$ cat config.mk
export PLATFORM = sky130hd
export DESIGN_NAME = core_seq
export DESIGN_NICKNAME = d
export VERILOG_FILES = /design/src/rtl/core_seq.sv
export SDC_FILE = /design/constraint.sdc
export NUM_CORES = 1
export LEC_CHECK = 0
export CAP_MARGIN = 0
export CORE_AREA = 2 2 157 159
export CTS_CLUSTER_DIAMETER = 30
export DETAILED_ROUTE_END_ITERATION = 8
export DIE_AREA = 0 0 159 161
export GPL_ROUTABILITY_DRIVEN = 1
export PLACE_DENSITY_LB_ADDON = 0.08
export SYNTH_ARGS = -nofsm -noshare
export SYNTH_HDL_FRONTEND = slang
export SYNTH_SLANG_ARGS = --single-unit
$ cat constraint.sdc
create_clock -name clk -period 6.3 [get_ports clk]
set_clock_uncertainty 0.1 [all_clocks]
set_input_delay 1.26 -clock clk [delete_from_list [all_inputs] [get_ports clk]]
set_output_delay 1.26 -clock clk [all_outputs]
set_load 0.02 [all_outputs]
$ cat src/rtl/core_seq.sv
// Multi-cycle fetch/execute/writeback sequencer owning the PC and the imem fetch handshake.
// Optional performance counters are enabled by defining CORE_SEQ_PERF_EN.
module core_seq #(
  parameter int unsigned     XLEN     = 64,
  parameter logic [XLEN-1:0] RESET_PC = 64'h8000_0000
) (
  input  logic            clk,
  input  logic            rst,
  output logic            imem_req,
  output logic [XLEN-1:0] imem_addr,
  input  logic            imem_ready,
  input  logic            imem_rvalid,
  input  logic [31:0]     imem_rdata,
  output logic [31:0]     inst,
  output logic            inst_valid,
  input  logic            exu_wen,
  input  logic [4:0]      rd,
  input  logic            npc_sel,
  input  logic [XLEN-1:0] npc_target,
  output logic            gpr_wen,
  output logic [XLEN-1:0] pc_val,
  output logic            halt,
  output logic            halt_err,
  output logic [XLEN-1:0] perf_cycles,
  output logic [XLEN-1:0] perf_retired
);

  localparam logic [31:0] Ebreak = 32'h0010_0073;

  typedef enum logic [2:0] {StFetch, StWait, StExec, StWb, StHalt} state_e;

  state_e          state_q, state_d;
  logic [XLEN-1:0] pc_q, pc_d;
  logic [31:0]     inst_q, inst_d;
  logic            inst_valid_q, inst_valid_d;
  logic            req_q, req_d;
  logic            halt_q, halt_d;
  logic            halt_err_q, halt_err_d;
  logic            wen_q, wen_d;
  logic [4:0]      rd_q, rd_d;
  logic            sel_q, sel_d;
  logic [XLEN-1:0] target_q, target_d;
  logic            retire;

  always_comb begin
    state_d      = state_q;
    pc_d         = pc_q;
    inst_d       = inst_q;
    inst_valid_d = inst_valid_q;
    halt_d       = halt_q;
    halt_err_d   = halt_err_q;
    wen_d        = wen_q;
    rd_d         = rd_q;
    sel_d        = sel_q;
    target_d     = target_q;
    gpr_wen      = 1'b0;
    retire       = 1'b0;
    case (state_q)
      // req_q is low for the first cycle after reset, so no handshake can complete then.
      StFetch: if (req_q && imem_ready) state_d = StWait;
      StWait: begin
        if (imem_rvalid) begin
          inst_d       = imem_rdata;
          inst_valid_d = 1'b1;
          state_d      = StExec;
        end
      end
      StExec: begin
        if (inst_q == Ebreak) begin
          halt_d  = 1'b1;
          state_d = StHalt;
        end else begin
          wen_d    = exu_wen;
          rd_d     = rd;
          sel_d    = npc_sel;
          target_d = npc_target;
          state_d  = StWb;
        end
      end
      StWb: begin
        inst_valid_d = 1'b0;
        if (sel_q && (target_q[1:0] != 2'b00)) begin
          halt_d     = 1'b1;
          halt_err_d = 1'b1;
          state_d    = StHalt;
        end else begin
          pc_d    = sel_q ? target_q : pc_q + XLEN'(4);
          gpr_wen = wen_q && (rd_q != 5'd0);
          retire  = 1'b1;
          state_d = StFetch;
        end
      end
      StHalt: state_d = StHalt;
      default: state_d = StHalt;
    endcase
    req_d = (state_d == StFetch);
  end

  always_ff @(posedge clk or negedge rst) begin
    if (!rst) begin
      state_q      <= StFetch;
      pc_q         <= RESET_PC;
      inst_q       <= '0;
      inst_valid_q <= 1'b0;
      req_q        <= 1'b0;
      halt_q       <= 1'b0;
      halt_err_q   <= 1'b0;
      wen_q        <= 1'b0;
      rd_q         <= '0;
      sel_q        <= 1'b0;
      target_q     <= '0;
    end else begin
      state_q      <= state_d;
      pc_q         <= pc_d;
      inst_q       <= inst_d;
      inst_valid_q <= inst_valid_d;
      req_q        <= req_d;
      halt_q       <= halt_d;
      halt_err_q   <= halt_err_d;
      wen_q        <= wen_d;
      rd_q         <= rd_d;
      sel_q        <= sel_d;
      target_q     <= target_d;
    end
  end

  assign imem_req   = req_q;
  assign imem_addr  = pc_q;
  assign pc_val     = pc_q;
  assign inst       = inst_q;
  assign inst_valid = inst_valid_q;
  assign halt       = halt_q;
  assign halt_err   = halt_err_q;

`ifdef CORE_SEQ_PERF_EN
  logic [XLEN-1:0] cycles_q, retired_q;

  always_ff @(posedge clk or negedge rst) begin
    if (!rst) begin
      cycles_q  <= '0;
      retired_q <= '0;
    end else begin
      if (state_q != StHalt) cycles_q <= cycles_q + XLEN'(1);
      if (retire) retired_q <= retired_q + XLEN'(1);
    end
  end

  assign perf_cycles  = cycles_q;
  assign perf_retired = retired_q;
`else
  assign perf_cycles  = '0;
  assign perf_retired = '0;
`endif

endmodule

# ---- Word-level counts from Yosys, hierarchy flattened
# Index checks and enable logic that the tools add are counted.
dict set report totals {
  reg_bits 174
  input_bits 107
  output_inout_bits 293
  elab_cells 49
}
dict set report op_classes {
  n_addsub 1
  n_eq_ne 7
  muxes 13
  bitwise 2
  n_reduce_logical 15
}
# operator n
set op_table {}
lappend op_table {{$add A64 B3 Y64 const B} 1}
lappend op_table {{$mux W64} 1}
lappend op_table {{$eq A32 B21 Y1 const B} 1}
lappend op_table {{$mux W3} 4}
lappend op_table {{$pmux W3 S4} 1}
lappend op_table {{$reduce_and A2 Y1} 5}
lappend op_table {{$eq A3 B2 Y1 const B} 2}
lappend op_table {{$logic_not A3 Y1} 2}
lappend op_table {{$ne A2 B2 Y1 const B} 3}
lappend op_table {{$reduce_bool A2 Y1} 3}
lappend op_table {{$mux W1} 5}
lappend op_table {{$reduce_bool A5 Y1} 1}
lappend op_table {{$pmux W1 S2} 2}
lappend op_table {{$eq A3 B1 Y1 const B} 1}
lappend op_table {{$logic_and A1 B1 Y1} 3}
lappend op_table {{$reduce_and A3 Y1} 1}
lappend op_table {{$not A1 Y1} 2}

# ---- Logic depth before layout (Yosys ltp)
dict set report logic_depth {
  ltp_word 5
  mapped_depth 9
  depth_no_buf 7
}

# ---- Worst setup path after synthesis
# OpenSTA, ideal clock, no wires.
dict set report synth_path {
  path_type {reg2out}
  from {register state_q[1]}
  to {output gpr_wen}
  arrival_ps 1530
  required_ps 4940
  setup_slack_ps 3410
  path_stages_with_launch 7
  n_path_buf 3
  cell_sequence {dfrtp_1 clkbuf_1 and3b_1 nand2_1 clkbuf_1 clkbuf_1 nor2_1}
}
dict set report synth_between {
  elab_chain_len 2
}
# element line
set synth_rtl {}
lappend synth_rtl {{from (decl)} 32} ;# state_e state_q, state_d;
lappend synth_rtl {{from (signal assigned)} 101} ;# state_q <= StFetch;
lappend synth_rtl {{from (signal assigned)} 113} ;# state_q <= state_d;
lappend synth_rtl {{$eq A3 B2 Y1} 58} ;# case (state_q)
lappend synth_rtl {{$mux W1} 58}
lappend synth_rtl {{to (decl)} 20} ;# output logic gpr_wen,
# Every way passes these cells.

# ---- Worst setup path in the final report
# Ends and elaborated chain as after synthesis.

==> out/qor.csv <==
stage,metric,value,unit
cts,insertion_delay,0.43,ns
sta,rsz0062_at_grt,false,
logic_synthesis,syn_area_per_cell,10.1,um^2
routing,vias_per_cell,5.13,
global_routing,grt_pass1_vias,7310,
place,routabilityCongestion,0.812,
logic_synthesis,synth_ff_type,dfrtp_1,
setup_path,cp.required,4.94,ns
cts,cts_tree,built,
floorplan,initial_utilization,41.1,%
cts,cts.sinks,174,
power_and_ir_drop,totalPowerFinal,0.00443,W
routing,drc,0,
logic_synthesis,synthArstFlopShare,100,%
setup_path,cp-end-kind,primary output,
routing,wl_per_cell,18.2,um
layout,final_cell_mix,"clkdlybuf4s50_1, dfrtp_1, conb_1",
logic_synthesis,synth_enable_flop_cells,0,
global_routing,grt_antenna_before_repair,1,
logic_synthesis,synth_cells,979,
logic_synthesis,yosys_warnings,0,
sta,tightest_slew,1.18,ns
status,status,"finished, final reports clean",
layout,syn2layout_area_growth,26.6,%
sta,fmax,0.251,GHz
run,cap_violations,0,
routing,firstDrtPassIters,5,
power_and_ir_drop,leakage,5.06,nW
layout,fin_nets,1270,
setup_path,startpoint_type,flip-flop,
setup_path,critPathMaxFanout,20,
floorplan,ios,400,
sta,fin_crit,3.98,ns
power_and_ir_drop,peakVddDrop,313,uV
routing,drt_iter0_markers,637,
global_routing,grt_max_degree,98,
layout,drive_above_1_share,13.1,%
floorplan,die-area,25600,um^2
global_routing,grt_usage,20.9,%
cts,htree_levels,4,
global_routing,grt_pass1_wl,42.6,mm
layout,final_common_cell,clkdlybuf4s50_1,
floorplan,die_x,159,um
logic_synthesis,seq_area_frac_synth,44.2,%
cts,numCtsBuffers,17,
sta,setup_violations,0,
sta,maxSlewHeadroom,21.1,%
setup_path,cp_data_arrival_time,2.62,ns
cts,cts_resized,0,
logic_synthesis,ys_ff_latch,174,
cts,cts.path.max_buffers,2,
logic_synthesis,synth_cell_types,56,
floorplan,die_h,161,um
layout,finalNonFillerCells,1499,
place,placement.io_buffers,271,
sta,fin_crit_sh,63.2,%
cts,clk_pin_slew,0.07,ns
min_path,hold_class,reg2reg,
power_and_ir_drop,powerDensity,355,nW/um^2
routing,drt_wl_total,27.3,mm
cts,post-cts-setup-buffer-count,0,
routing,ant_nets,0,
place,placed_cells,1467,
cts,hold_buffers,0,
place,hpwl,18.9,mm
setup_path,crit_type,reg2out,
sta,setup_tns,0,ns
floorplan,rows,57,
sta,hold_viol,0,
floorplan,fp.coreArea,24000,um^2
logic_synthesis,syn_area,9840,um^2
global_routing,globalRouteOverflowTotal,0,
cts,root_buffer,clkbuf_16,
routing,vias,7691,
sta,drv_slew,0,
kinds of logic after synthesis:
logic type	Yosys count	synth area share [%]
flip-flops	174	44.2
AND/OR/NAND/NOR	272	15.0
multiplexers	128	14.3
buffers and inverters	248	17.0
AO/OA/AOI/OAI	155	9.30
adder cells (fa/ha/maj)	1	0.127
other	1	0.0381
routing by layer:
metal  up-vias  track usage [%]  wire length, um
li1       3569                -                -
met1      3785             28.4            11900
met2       321             34.4            13400
met3        16             5.14             1820
met4         0             4.13              263
met5         -                0                0
metrics by stage:
stage	instance area (um^2)	hold WS (ns)	setup WS [ns]	utilization (%)
after floorplan	10300	0.343	3.41	-
after global placement	11900	0.360	2.80	49.5
after detailed placement	11900	0.353	2.75	49.5
after CTS	12500	0.383	2.26	52.0
after global routing	12500	0.400	2.10	52.0
final	12500	0.379	2.32	52.0
worst paths after layout:
check	cells past startpoint	to	start	slack (ns)
worst max-delay path	4	gpr_wen	state_q[1]	2.32
worst min-delay path	1	halt_err	halt_err	0.38
worst min register to register	1	halt_err	halt_err	0.38
max in group asynchronous	2	target_q[20]	rst	4.08
min in group asynchronous	1	target_q[12]	rst	0.80
worst max register to register	5	imem_addr[36]	state_q[1]	2.93
Yosys cell counts (2+ instances only):
cell type / n / area, um^2
a211oi_1: 2 / 15.0
a21o_1: 5 / 37.5
a21oi_1: 57 / 285
a311oi_1: 3 / 26.3
a31oi_1: 3 / 18.8
and2_1: 8 / 50.1
and3_1: 6 / 37.5
and4_1: 8 / 70.1
buf_1: 3 / 11.3
buf_2: 8 / 40.0
buf_4: 192 / 1440
clkbuf_1: 36 / 135
dfrtp_1: 173 / 4330
inv_1: 8 / 30.0
mux2_2: 103 / 1160
mux2i_1: 25 / 250
nand2_1: 49 / 184
nand3_1: 56 / 280
nand3b_1: 2 / 15.0
nand4_1: 27 / 169
nand4_4: 2 / 42.5
nor2_1: 49 / 184
nor2b_1: 5 / 31.3
nor3_1: 25 / 125
nor4_1: 16 / 100
nor4b_1: 3 / 26.3
nor4b_4: 2 / 47.6
o211ai_1: 3 / 22.5
o21ai_0: 22 / 110
o22ai_1: 48 / 300
o31ai_1: 2 / 15.0
or3_1: 2 / 12.5
or4_1: 3 / 22.5
critical path, cell delays in order (launching register included):
cell	delay, ns
dfrtp_1	0.49
and3b_1	0.27
nand2_1	0.52
nor2_1	0.27
clkdlybuf4s50_1	0.64
power breakdown:
group	leakage, nW	internal (W)	switching [W]
clock network	0.288	0.000605	0.000472
registers	2.14	0.00151	0.000309
logic	2.63	0.000786	0.000745
flip-flops by register name, indices dropped and copies added (netlist names):
register,cells
imem_addr,64
target_q,64
inst,32
rd_q,5
state_q,3
halt,1
halt_err,1
imem_req,1
inst_valid,1
sel_q,1
wen_q,1
cell type report:
class,count,area [um^2]
fillers,2214,11500
flip-flops and latches,174,4360
multi-input cells,684,4310
repair buffers,277,2760
clock buffers,19,443
well taps,324,405
clock inverters,12,151
inverters,8,30.0
diodes,1,2.50
Note: power is estimated with default switching activity, not from simulation.
